### src/rtl/enum_chan_seq_if.sv
// Handshake bundle between a sequencer block and the logic that drives it.
// The abort vector exists only when ENUM_CHAN_SEQ_ABORT_EN is defined.
// master = stimulus/controller side, slave = sequencer side.
interface enum_chan_seq_if #(
    parameter int CHANNELS = 4,
    parameter int WIDTH    = 5
);
    logic [CHANNELS-1:0]       start;
    logic [CHANNELS-1:0]       ready;
`ifdef ENUM_CHAN_SEQ_ABORT_EN
    logic [CHANNELS-1:0]       abort;
`endif
    logic [CHANNELS*WIDTH-1:0] code;
    logic [CHANNELS-1:0]       valid;
    logic [CHANNELS-1:0]       busy;
    logic [CHANNELS-1:0]       done;

`ifdef ENUM_CHAN_SEQ_ABORT_EN
    modport master (output start, ready, abort, input code, valid, busy, done);
    modport slave  (input start, ready, abort, output code, valid, busy, done);
`else
    modport master (output start, ready, input code, valid, busy, done);
    modport slave  (input start, ready, output code, valid, busy, done);
`endif
endinterface

### src/rtl/enum_chan_seq.sv
// Per-channel sequencer IDLE->FIRST->SECOND->DONE->IDLE, HOLD accepted beats per active state.
// Latency: start to FIRST is one cycle; all outputs come straight from flops.
// Backpressure: a beat is valid&ready; with ready low the state and beat count hold indefinitely.
// Optional ENUM_CHAN_SEQ_ABORT_EN adds a per-channel abort that drops FIRST/SECOND back to IDLE.
module enum_chan_seq #(
    parameter int CHANNELS = 4,
    parameter int WIDTH    = 5,
    parameter int HOLD     = 2
) (
    input  logic            clk,
    input  logic            rst,
    enum_chan_seq_if.slave  bus
);
    localparam int CW = $clog2(HOLD + 1);
    localparam logic [WIDTH-1:0] FIRST_CODE = WIDTH'(3'b111);
    localparam logic [CW-1:0]    LAST_BEAT  = CW'(HOLD - 1);

    // The state encoding is the output code itself, so code needs no decode.
    typedef enum logic [WIDTH-1:0] {
        IDLE   = {WIDTH{1'b0}},
        FIRST  = FIRST_CODE,
        SECOND = ~FIRST_CODE,
        DONE   = {WIDTH{1'b1}}
    } state_t;

    for (genvar i = 0; i < CHANNELS; i++) begin : g_chan
        state_t        state_q;
        state_t        state_d;
        logic [CW-1:0] cnt_q;
        logic [CW-1:0] cnt_d;
        logic          valid_q;
        logic          busy_q;
        logic          done_q;
        logic          beat;
        logic          abort_req;

        assign beat = valid_q & bus.ready[i];

`ifdef ENUM_CHAN_SEQ_ABORT_EN
        assign abort_req = bus.abort[i];
`else
        assign abort_req = 1'b0;
`endif

        // Next-state and beat counter; the counter restarts on every state change.
        always_comb begin
            state_d = state_q;
            cnt_d   = cnt_q;
            case (state_q)
                IDLE: begin
                    if (bus.start[i]) begin
                        state_d = FIRST;
                        cnt_d   = '0;
                    end
                end
                FIRST: begin
                    if (abort_req) begin
                        state_d = IDLE;
                        cnt_d   = '0;
                    end else if (beat) begin
                        if (cnt_q == LAST_BEAT) begin
                            state_d = SECOND;
                            cnt_d   = '0;
                        end else begin
                            cnt_d = cnt_q + CW'(1);
                        end
                    end
                end
                SECOND: begin
                    if (abort_req) begin
                        state_d = IDLE;
                        cnt_d   = '0;
                    end else if (beat) begin
                        if (cnt_q == LAST_BEAT) begin
                            state_d = DONE;
                            cnt_d   = '0;
                        end else begin
                            cnt_d = cnt_q + CW'(1);
                        end
                    end
                end
                DONE: begin
                    state_d = IDLE;
                    cnt_d   = '0;
                end
                default: begin
                    state_d = IDLE;
                    cnt_d   = '0;
                end
            endcase
        end

        // State, counter and status flags; flags are registered from the next state.
        always_ff @(posedge clk) begin
            if (rst) begin
                state_q <= IDLE;
                cnt_q   <= '0;
                valid_q <= 1'b0;
                busy_q  <= 1'b0;
                done_q  <= 1'b0;
            end else begin
                state_q <= state_d;
                cnt_q   <= cnt_d;
                valid_q <= (state_d == FIRST) || (state_d == SECOND);
                busy_q  <= (state_d != IDLE);
                done_q  <= (state_d == DONE);
            end
        end

        assign bus.code[i*WIDTH +: WIDTH] = state_q;
        assign bus.valid[i]               = valid_q;
        assign bus.busy[i]                = busy_q;
        assign bus.done[i]                = done_q;
    end
endmodule

### src/flat_wrapper.sv
// flat-port wrapper written by rule: the top's interface ports become plain ports
module enum_chan_seq_flat 
#(
    parameter int CHANNELS = 4,
    parameter int WIDTH    = 5,
    parameter int HOLD     = 2
)
  (clk, rst, bus_start, bus_ready, bus_code, bus_valid, bus_busy, bus_done);
  enum_chan_seq_if #(.CHANNELS(CHANNELS), .WIDTH(WIDTH)) bus_i ();
  input  logic clk;
  input  logic rst;
  input wire logic [$bits(bus_i.start)-1:0] bus_start;
  input wire logic [$bits(bus_i.ready)-1:0] bus_ready;
  output wire logic [$bits(bus_i.code)-1:0] bus_code;
  output wire logic [$bits(bus_i.valid)-1:0] bus_valid;
  output wire logic [$bits(bus_i.busy)-1:0] bus_busy;
  output wire logic [$bits(bus_i.done)-1:0] bus_done;
  assign bus_i.start = bus_start;
  assign bus_i.ready = bus_ready;
  assign bus_code = bus_i.code;
  assign bus_valid = bus_i.valid;
  assign bus_busy = bus_i.busy;
  assign bus_done = bus_i.done;
  enum_chan_seq #(.CHANNELS(CHANNELS), .WIDTH(WIDTH), .HOLD(HOLD)) u_core (.clk(clk), .rst(rst), .bus(bus_i));
endmodule
### config.mk
export PLATFORM = sky130hd
export DESIGN_NAME = enum_chan_seq_flat
export DESIGN_NICKNAME = d
export VERILOG_FILES = /design/src/rtl/enum_chan_seq_if.sv /design/src/rtl/enum_chan_seq.sv /design/src/flat_wrapper.sv
export SDC_FILE = /design/constraint.sdc
export NUM_CORES = 1
export LEC_CHECK = 0
export ABC_AREA = 1
export CORE_MARGIN = 1
export CORE_UTILIZATION = 30
export DETAILED_ROUTE_END_ITERATION = 8
export HOLD_SLACK_MARGIN = 0.08
export SYNTH_ARGS = -nofsm -noshare
export SYNTH_HDL_FRONTEND = slang
export SYNTH_SLANG_ARGS = --single-unit
### constraint.sdc
create_clock -name clk -period 1.1 [get_ports clk]
set_clock_uncertainty 0.1 [all_clocks]
set_input_delay 0.11 -clock clk [delete_from_list [all_inputs] [get_ports clk]]
set_output_delay 0.11 -clock clk [all_outputs]
set_load 0.01 [all_outputs]
==> impl_metrics.sql <==
INSERT INTO impl_metrics (metric_group, metric, value, unit) VALUES
('status', 'run_status', 'complete, but fails checks', ''),
('status', 'violations', 'negative setup slack', ''),
('global_routing', 'via_count_of_the_first_global_routing_pass', '1526', ''),
('routing', 'post_drt_via_cell_ratio', '4.355', ''),
('routing', 'antenna_left', '0', ''),
('power_and_ir_drop', 'p_per_area', '1090', 'mW/mm²'),
('clocking', 'tritoncts_clock_tree', 'yes', ''),
('sta', 'final_min_period_over_clock_period', '117.5', '%'),
('critical_path', 'critical-path-slowest-cell', 'sky130_fd_sc_hd__dfxtp_4', ''),
('critical_path', 'critical_path.endpoint_type', 'flip-flop', ''),
('floorplan', 'die_area', '0.006328', 'mm²'),
('final_layout', 'layout-area-overhead-vs-synth', '51.04', '%'),
('clocking', 'clkLatencyLatePin', '0.28', 'ns'),
('critical_path', 'worst_r2r_src', 'u_core.g_chan[2].state_q[0]', ''),
('sta', 'finalSetupViolations', '36', ''),
('sta', 'finalHoldViolations', '0', ''),
('yosys', 'yosys.cell_count.top_type', 'sky130_fd_sc_hd__nand2_1', ''),
('yosys', 'synth_edf_count', '0', ''),
('routing', 'drc', '0', ''),
('hold_path', 'min_delay_path_depth', '2', ''),
('floorplan', 'initial_standard_cell_utilization_of_the_core', '31.98', '%'),
('yosys', 'postSynthAreaPerCell', '7.455', 'µm²'),
('floorplan', 'design.portCount', '42', ''),
('global_routing', 'globalRoute.totalOverflow', '0', ''),
('clocking', 'cts.reportedPaths.clkPinSlew', '0.08', 'ns'),
('sta', 'slew_headroom', '78.24', '%'),
('yosys', 'synth_warnings', '0', ''),
('clocking', 'number_of_buffers_added_to_fix_hold_violations_after_cts', '0', ''),
('critical_path', 'path_cells', 'nor2_4 -> nand3_4 -> nand2_4 -> a21oi_1 -> or2_1 -> nor2_1', ''),
('place', 'place.gp.congestion', '0.8394', ''),
('clocking', 'clockBufferDepth', '2', ''),
('critical_path', 'timing.critical_path.arrival', '1.41', 'ns'),
('yosys', 'synth.cells.most_frequent', '43 x sky130_fd_sc_hd__nand2_1, 40 x sky130_fd_sc_hd__dfxtp_1, 34 x sky130_fd_sc_hd__nor2_1', ''),
('floorplan', 'die_h', '79.55', 'µm'),
('yosys', 'netlist.area_leader.share', '44.38', '%'),
('yosys', 'yosysTopAreaCell', 'sky130_fd_sc_hd__dfxtp_1', ''),
('final_layout', 'drive_gt1_share', '57.00', '%'),
('place', 'port-buffer-count', '41', ''),
('global_routing', 'global_route.usage.total', '12.98', '%'),
('critical_path', 'critical-path-max-stage-delay', '0.36', 'ns'),
('yosys', 'yosysSeqAreaShare', '44.38', '%'),
('power_and_ir_drop', 'vdd.ir_drop.worst', '0.0005532', 'V'),
('sta', 'post-route-worst-setup-slack', '-0.1930', 'ns'),
('routing', 'firstDrtPassIters', '4', ''),
('power_and_ir_drop', 'finalPower', '2.970', 'mW'),
('hold_path', 'worst_hold_path.endpoint', 'u_core.g_chan[1].cnt_q[1]', ''),
('yosys', 'synthesis.instances', '242', ''),
('hold_path', 'hold_path.class', 'reg -> reg', ''),
('final_layout', 'fill_cells', '563', ''),
('global_routing', 'antenna_found_initial', '0', ''),
('power_and_ir_drop', 'total_leakage_power', '1.211', 'nW'),
('critical_path', 'worstPathRequired', '1.21', 'ns'),
('floorplan', 'die_w', '79.55', 'µm'),
('routing', 'drt_iter0_drc', '27', ''),
('routing', 'post_drt_wl_per_cell', '10.92', 'µm'),
('routing', 'routed-via-count', '1620', ''),
('sta', 'setup_tns', '-3.378', 'ns'),
('hold_path', 'hold_path.startpoint', 'u_core.g_chan[1].cnt_q[1]', ''),
('yosys', 'postSynth.topFlopCell', 'sky130_fd_sc_hd__dfxtp_1', ''),
('final_layout', 'insertedDiodeCount', '0', ''),
('critical_path', 'rr_worst_depth', '6', ''),
('yosys', 'async_reset_ff_share', '0', '%'),
('sta', 'layout_min_cycle_time', '1.293', 'ns'),
('yosys', 'yosys-top-cells-area', 'sky130_fd_sc_hd__dfxtp_1 44%, sky130_fd_sc_hd__nand2_1 8.9%, sky130_fd_sc_hd__nor2_1 7.1%', ''),
('place', 'dp_hpwl', '2.753', 'mm'),
('yosys', 'syn-num-nets', '252', ''),
('critical_path', 'timing.rr.end', 'u_core.g_chan[2].cnt_q[1]', ''),
('critical_path', 'ws_path_type', 'reg -> reg', ''),
('final_layout', 'final_net_count', '309', ''),
('yosys', 'yosys_cell_types', '22', ''),
('yosys', 'netlist_area', '0.001804', 'mm²');
==> power by group <==
part | switching, mW | internal [mW]
clock | 0.472 | 0.442
combinational | 0.271 | 0.221
sequential | 0.0581 | 1.51
==> cell usage in the layout, fill, tap and decap left out, drive strengths merged <==
cell,n
nand2,51
nor2,43
dfxtp,40
buf,39
inv,37
nand3,21
a21oi,11
clkbuf,11
clkdlybuf4s50,9
o21ai,9
clkdlybuf4s15,7
nand4,6
dlygate4sd2,6
or2,3
nor3,3
a31oi,2
clkinv,2
==> stage by stage <==
stage | util (%) | setup slack [ns] | std cells | cell area [µm²]
floorplan | - | -0.04271 | 242 | 1896
global placement | 42.60 | -0.3548 | 356 | 2404
detailed placement | 42.60 | -0.3709 | 356 | 2404
CTS | 46.33 | -0.1344 | 371 | 2614
global route | 48.30 | -0.2580 | 372 | 2725
finish | 48.30 | -0.1930 | 372 | 2725
==> registers in the layout, indices dropped and copies added (netlist names) <==
register	count
u_core.g_chan.done_q	4
u_core.g_chan.cnt_q	8
u_core.g_chan.busy_q	4
u_core.g_chan.state_q	20
u_core.g_chan.valid_q	4
==> critical path, delay by kind of cell, from the launching register on <==
kind / cells / cell delay (ns)
compound gates: 1 / 0.07
flops: 1 / 0.36
simple gates: 5 / 0.70
==> timing repair <==
item,4_1_cts,5_1_grt
gates resized for setup,104,73
cloned,0,0
buffers inserted,7,2
setup endpoints to repair,67,62
pin swaps,17,25
==> final cells by class <==
type	instances	area [µm²]	area share [%]
multi-input combinational	149	1026	37.65
sequential	40	860.8	31.59
timing repair buffer	65	520.5	19.10
inverter	38	147.6	5.418
tap	72	90.09	3.306
clock buffer	7	76.32	2.801
clock inverter	1	3.754	0.1377
==> worst max-delay path by stage <==
stage / end / depth (start not counted) / slack, ns / from
after floorplan: u_core.g_chan[2].valid_q / 8 / -0.04 / u_core.g_chan[2].state_q[2]
after global placement: u_core.g_chan[2].busy_q / 8 / -0.35 / bus_ready[2]
after detailed placement: u_core.g_chan[0].valid_q / 7 / -0.37 / bus_ready[0]
after CTS: u_core.g_chan[2].done_q / 7 / -0.13 / u_core.g_chan[2].state_q[1]
after global routing: u_core.g_chan[2].cnt_q[1] / 6 / -0.26 / u_core.g_chan[2].state_q[0]
final: u_core.g_chan[2].cnt_q[1] / 6 / -0.19 / u_core.g_chan[2].state_q[0]
==> per-layer routing <==
metal | wire length [µm] | global-route usage (%) | up-vias
li1 | - | - | 857
met1 | 1744 | 15.57 | 728
met2 | 2114 | 22.22 | 31
met3 | 174 | 3.543 | 4
met4 | 31 | 4.182 | 0
met5 | 0 | 0 | -
==> cells by family after synthesis <==
kind of cell	Yosys count	synth area share [%]
simple gates	127	34.19
compound gates	22	7.282
buf+inv	53	14.15
flops	40	44.38
Power figures use the tool's default switching activity.
